$ cat src/rtl/mult_sequencer.sv
// rtl/mult_sequencer.sv - handshake sequencer for the 3-stage radix-16 Booth multiplier datapath
// Optional zero-operand bypass: define MULT_SEQ_ZERO_SKIP_EN.

module mult_sequencer #(
  parameter int WIDTH = 32,
  parameter int ITER  = 8,
  parameter int DRAIN = 2
) (
  input  logic                 Clk,
  input  logic                 Reset,
  input  logic                 req_valid,
  output logic                 req_ready,
  input  logic [WIDTH-1:0]     req_a,
  input  logic [WIDTH-1:0]     req_b,
  output logic                 res_valid,
  input  logic                 res_ready,
  output logic [2*WIDTH-1:0]   res_out,
  output logic [WIDTH-1:0]     mul_a,
  output logic [WIDTH-1:0]     mul_b,
  output logic                 mul_en,
  output logic                 mul_clr,
  output logic [3:0]           mul_count,
  output logic [3:0]           mul_preset,
  input  logic [2*WIDTH-1:0]   mul_out,
  output logic                 busy
);

  typedef enum logic [2:0] {
    S_IDLE,
    S_LOAD,
    S_ISSUE,
    S_DRAIN,
    S_DONE
  } state_t;

  state_t     state;
  state_t     state_nxt;
  logic [3:0] win_cnt;
  logic [3:0] drain_cnt;
  logic       accept;
  logic       last_win;
  logic       last_drain;
  logic       zero_op;

  assign accept     = (state == S_IDLE) && req_valid;
  assign last_win   = (win_cnt == 4'(ITER - 1));
  assign last_drain = (drain_cnt == 4'(DRAIN - 1));

`ifdef MULT_SEQ_ZERO_SKIP_EN
  // A zero operand makes the product zero, so the datapath run is skipped
  assign zero_op = accept && ((req_a == '0) || (req_b == '0));
`else
  assign zero_op = 1'b0;
`endif

  // State register
  always_ff @(posedge Clk) begin
    if (!Reset) begin
      state <= S_IDLE;
    end else begin
      state <= state_nxt;
    end
  end

  // Next-state decode
  always_comb begin
    state_nxt = state;
    case (state)
      S_IDLE: begin
        if (accept) begin
          state_nxt = zero_op ? S_DONE : S_LOAD;
        end
      end
      S_LOAD:  state_nxt = S_ISSUE;
      S_ISSUE: begin
        if (last_win) begin
          state_nxt = S_DRAIN;
        end
      end
      S_DRAIN: begin
        if (last_drain) begin
          state_nxt = S_DONE;
        end
      end
      S_DONE: begin
        if (res_ready) begin
          state_nxt = S_IDLE;
        end
      end
      default: state_nxt = S_IDLE;
    endcase
  end

  // Window index steps through ISSUE and holds at the last window during DRAIN
  always_ff @(posedge Clk) begin
    if (!Reset) begin
      win_cnt   <= '0;
      drain_cnt <= '0;
    end else begin
      case (state)
        S_ISSUE: begin
          if (!last_win) begin
            win_cnt <= win_cnt + 4'd1;
          end
          drain_cnt <= '0;
        end
        S_DRAIN: begin
          drain_cnt <= drain_cnt + 4'd1;
        end
        default: begin
          win_cnt   <= '0;
          drain_cnt <= '0;
        end
      endcase
    end
  end

  // Operand latch on accept and product capture once the accumulator has settled
  always_ff @(posedge Clk) begin
    if (!Reset) begin
      mul_a   <= '0;
      mul_b   <= '0;
      res_out <= '0;
    end else begin
      if (accept) begin
        mul_a <= req_a;
        mul_b <= req_b;
      end
      if (zero_op) begin
        res_out <= '0;
      end else if ((state == S_DRAIN) && last_drain) begin
        res_out <= mul_out;
      end
    end
  end

  // Handshake and datapath control decode
  always_comb begin
    req_ready  = 1'b0;
    res_valid  = 1'b0;
    busy       = 1'b1;
    mul_en     = 1'b0;
    mul_clr    = 1'b0;
    mul_preset = 4'd0;
    mul_count  = win_cnt;
    case (state)
      S_IDLE: begin
        req_ready = 1'b1;
        busy      = 1'b0;
      end
      S_LOAD: begin
        mul_en     = 1'b1;
        mul_clr    = 1'b1;
        mul_preset = 4'd1;
        mul_count  = 4'd0;
      end
      S_ISSUE: begin
        mul_en = 1'b1;
      end
      S_DRAIN: begin
        mul_en = 1'b1;
      end
      S_DONE: begin
        res_valid = 1'b1;
      end
      default: begin
        busy = 1'b1;
      end
    endcase
  end

endmodule

$ cat config.mk
export PLATFORM = sky130hd
export DESIGN_NAME = mult_sequencer
export DESIGN_NICKNAME = d
export VERILOG_FILES = /design/src/rtl/mult_sequencer.sv
export SDC_FILE = /design/constraint.sdc
export NUM_CORES = 1
export LEC_CHECK = 0
export ABC_AREA = 0
export ABC_CLOCK_PERIOD_IN_PS = 2100
export CAP_MARGIN = 10
export CORE_AREA = 2 2 106 108
export CTS_CLUSTER_SIZE = 40
export DETAILED_ROUTE_END_ITERATION = 8
export DIE_AREA = 0 0 108 110
export DONT_BUFFER_PORTS = 1
export GPL_TIMING_DRIVEN = 0
export PLACE_DENSITY = 0.65
export SYNTH_ARGS = -nofsm -noshare
export SYNTH_HDL_FRONTEND = slang
export SYNTH_SLANG_ARGS = --single-unit
$ cat constraint.sdc
create_clock -name Clk -period 2.1 [get_ports Clk]
set_input_delay 0.42 -clock Clk [delete_from_list [all_inputs] [get_ports Clk]]
set_output_delay 0.42 -clock Clk [all_outputs]
set_load 0.1 [all_outputs]
==> impl_results.rst <==
.. list-table::
   :header-rows: 1

   * - Metric
     - Value
   * - Result of the run
     - finished with violations
   * - Violated checks
     - negative setup slack
   * - Gate family responsible for the most delay along the worst path
     - buffers and inverters
   * - Critical path startpoint
     - state[2]$_SDFFE_PN0P_
   * - Routed wirelength normalized by instance count
     - between 15 and 20 um
   * - Vias in the first global route
     - between 4000 and 5000
   * - Buffers and inverters on the worst path
     - 2
   * - Number of remaining DRC errors
     - 0
   * - Highest fanout seen on the critical path
     - 3
   * - Number of enable-type register cells in the synthesized netlist
     - 0
   * - Maximum VDD drop
     - about 600 uV
   * - FF+latch count, synth
     - 139
   * - Global route total overflow
     - 0
   * - Clock input transition at the sequential cells of the worst setup and hold paths
     - 60 ps
   * - Floorplan die area
     - 0.0119 mm2
   * - Sequence of cells on the critical path
     - buf_6 -> or3_4 -> clkinvlp_4
   * - Predominant post-synthesis flop cell
     - sky130_fd_sc_hd__dfxtp_1
   * - Port buffer count
     - 0
   * - Final clock skew
     - around 11 ps
   * - Layout cell share with drive strength beyond 1
     - between 10% and 20%
   * - Final Max Slew Viols
     - 0
   * - Number of hold violations in the final report
     - 0
   * - Standard cell with the maximum stage delay on the critical path
     - sky130_fd_sc_hd__or3_4
   * - Static leakage
     - 2.16 nW
   * - Destination of the worst register-to-register timing path
     - state[0]$_SDFFE_PN0P_
   * - Post-layout instance count excluding filler cells
     - approximately 830
   * - Drt first pass iters
     - 4
   * - Fraction of the yosys area taken by sequential cells
     - a little over half
   * - Chip width
     - between 100 and 150 um
   * - Wire length of the first global-routing pass
     - between 20000 and 25000 um
   * - Mean number of vias per cell
     - between 5 and 6
   * - # rows
     - 38
   * - Area of the mapped netlist
     - between 0.005 and 0.006 mm2
   * - Setup slack of the worst register-to-register path
     - about 120 ps
   * - Setup repair after global routing missed its margin
     - yes
   * - Post-route setup slack
     - -211 ps
   * - Initial antenna violation count
     - 0
   * - Endpoint arrival time on the critical path
     - between 1500 and 2000 ps
   * - Warning count from the yosys run
     - 0
   * - CTS Hold Buffers Added
     - 0
   * - Worst slew margin relative to its limit
     - roughly 31%
   * - Via count
     - between 4000 and 5000
   * - Largest cells by area after synthesis
     - sky130_fd_sc_hd__dfxtp_1 54%, sky130_fd_sc_hd__a21oi_1 13%, sky130_fd_sc_hd__nand2_1 9.5%
   * - Max Clock Freq
     - roughly 430 MHz
   * - Synthesis-to-finish area growth
     - 19.5%
   * - Synth cell count leaders
     - 139 x sky130_fd_sc_hd__dfxtp_1, 132 x sky130_fd_sc_hd__a21oi_1, 131 x sky130_fd_sc_hd__nand2_1
   * - Boundary pin count
     - ~270
   * - Top-area cell type share of the netlist area
     - a little over half
   * - Total number of H-tree levels
     - 4
   * - Maxcap violations
     - 0
   * - # nets final
     - between 800 and 900
   * - Worst reg2reg startpoint
     - state[2]$_SDFFE_PN0P_
   * - Clock Sinks
     - ~140
   * - Worst Tran Pin Value
     - 1040 ps
   * - Final critical delay including setup and external delays
     - approximately 2300 ps
   * - Starting density of the core
     - 48.5%
   * - Classification of the worst setup path
     - reg -> out
   * - Kind of launch point of the worst setup path
     - register
   * - HPWL after detailed placement
     - about 11000 um
   * - Endpoint kind of the worst setup timing path
     - primary output
   * - Overall track demand over capacity in global routing
     - 24.9%
   * - Die Height
     - 110 um
   * - # setup viols final
     - 5
   * - Post-Place Worst Slack
     - -26.7 ps
   * - Placeable core area
     - between 0.01 and 0.015 mm2
   * - Placed Cells incl. Taps
     - 791
   * - Wire length after detailed routing
     - 15300 um
   * - Required time of the critical path
     - ~1700 ps
   * - Per-instance average area after synthesis
     - around 8.0 um2
   * - Class of the tightest hold or removal check
     - in -> reg
   * - TritonCTS buffer count
     - 17
   * - Cell taking the most area after synthesis
     - sky130_fd_sc_hd__dfxtp_1
   * - Post-synthesis cell count
     - ~650
   * - Largest net degree at the start of global routing
     - 17
   * - Library cells used by synthesis
     - 33
   * - Worst setup path end
     - req_ready
   * - Number of antenna repair diodes
     - 0
   * - Fill count
     - 956
   * - Depth of the critical timing path with buffers and inverters included
     - 3
   * - Buffer type at the clock tree root
     - sky130_fd_sc_hd__clkbuf_8
   * - Portion of the clock cycle consumed by the worst path in the final layout
     - 110%
   * - Cells on worst reg2reg path
     - 8
   * - Leading cell type by number of instances after synthesis
     - sky130_fd_sc_hd__dfxtp_1
   * - Clock tree from TritonCTS
     - done
   * - Placer's final routability congestion estimate
     - between 0.7 and 0.8
   * - Post-DRT Antenna Nets
     - 0
   * - Maximum cell stage delay along the critical path
     - 540 ps
   * - Share of synthesized flip-flops with an asynchronous set or reset
     - 0%
   * - Iteration-0 DRC Markers
     - between 200 and 300
   * - Deepest clock path buffer count
     - 2
   * - Power Dens Cells
     - about 1200 mW/mm2
   * - Hold Worst Slack
     - ~42 ps
   * - Clock latency of the later-clocked register in the worst-skew pair
     - between 500 and 600 ps
## report_power, final
| part | switching [W] | internal [W] | total, W |
|---|---|---|---|
| clock | 0.00109 | 0.00186 | 0.00295 |
| combinational | 0.000464 | 0.000193 | 0.000658 |
| sequential | 0.000781 | 0.00274 | 0.00352 |
## what timing repair did
action / 4_1_cts / 5_1_grt
pin swaps: 0 / 1
endpoints found under the hold margin: 0 / 0
resized for setup: 9 / 9
setup buffers: 6 / 2
endpoints found under the setup margin: 9 / 67
## cell families (layout without fill, tap and decap cells)
logic type	Yosys count	count (layout)	synth area share [%]
AOI/OAI and AO/OA	202	202	19.6
xor gates and xnor gates	2	2	0.338
adders and majority gates	3	3	0.724
buffers and inverters	68	108	5.69
DFF	139	139	53.7
other	1	3	0.0723
and+or+nand+nor	230	230	19.9
## sequential cells by signal, indices dropped and copies added (netlist names)
name       count
res_out       64
mul_a         32
mul_b         32
drain_cnt      4
win_cnt        4
state          3
## cell type report
type | count | area [um2] | area share (%)
clock inverters | 12 | 148 | 2.38
multi-input cells | 440 | 2190 | 35.4
repair buffers | 11 | 135 | 2.18
plain buffers | 62 | 298 | 4.81
flip-flops and latches | 139 | 2790 | 45.0
well taps | 140 | 175 | 2.83
clock buffers | 19 | 442 | 7.13
inverters | 4 | 18.8 | 0.303
## placed cells by master (no fill, tap or decap), types with 5 or more instances in the layout
master,netlist,layout
sky130_fd_sc_hd__buf_2,14,14
sky130_fd_sc_hd__nand3_1,68,68
sky130_fd_sc_hd__buf_4,4,7
sky130_fd_sc_hd__nor2_1,8,6
sky130_fd_sc_hd__clkbuf_1,45,41
sky130_fd_sc_hd__clkinv_2,0,5
sky130_fd_sc_hd__o21ai_0,66,66
sky130_fd_sc_hd__dfxtp_1,139,137
sky130_fd_sc_hd__clkbuf_16,0,17
sky130_fd_sc_hd__a21oi_1,132,132
sky130_fd_sc_hd__nand2_1,131,131
## metrics by stage
step / utilization (%) / cell area [um2] / setup TNS (ps) / power (W)
floorplan: - / 5270 / -1610 / 0.00404
global placement: 50.9 / 5450 / -2130 / 0.00415
detailed placement: 51.6 / 5520 / -26.7 / 0.00420
CTS: 57.7 / 6180 / -720 / 0.00717
global route: 57.9 / 6200 / -922 / 0.00738
finish: 57.9 / 6200 / -617 / 0.00713
## metal layers
metal	routed length [um]	GRT usage (%)	up-vias	part of all wire [%]
li1	-	-	2255	-
met2	7750	44.2	230	51
met3	1790	10.5	30	12
met4	356	10.7	0	2.3
met5	0	0	-	0
met1	5390	25.9	2121	35
## worst min-delay path by stage
stage / end / cells past startpoint / startpoint
2_1_floorplan: drain_cnt[0]$_SDFF_PN0_ / 1 / drain_cnt[0]$_SDFF_PN0_
3_3_place_gp: drain_cnt[0]$_SDFF_PN0_ / 1 / drain_cnt[0]$_SDFF_PN0_
3_5_place_dp: drain_cnt[0]$_SDFF_PN0_ / 1 / drain_cnt[0]$_SDFF_PN0_
4_1_cts: mul_a[28]$_SDFFE_PN0P_ / 2 / req_a[28]
5_1_grt: mul_b[14]$_SDFFE_PN0P_ / 2 / req_b[14]
6_report: mul_a[29]$_SDFFE_PN0P_ / 2 / req_a[29]
(Power assumes the default switching activity.)
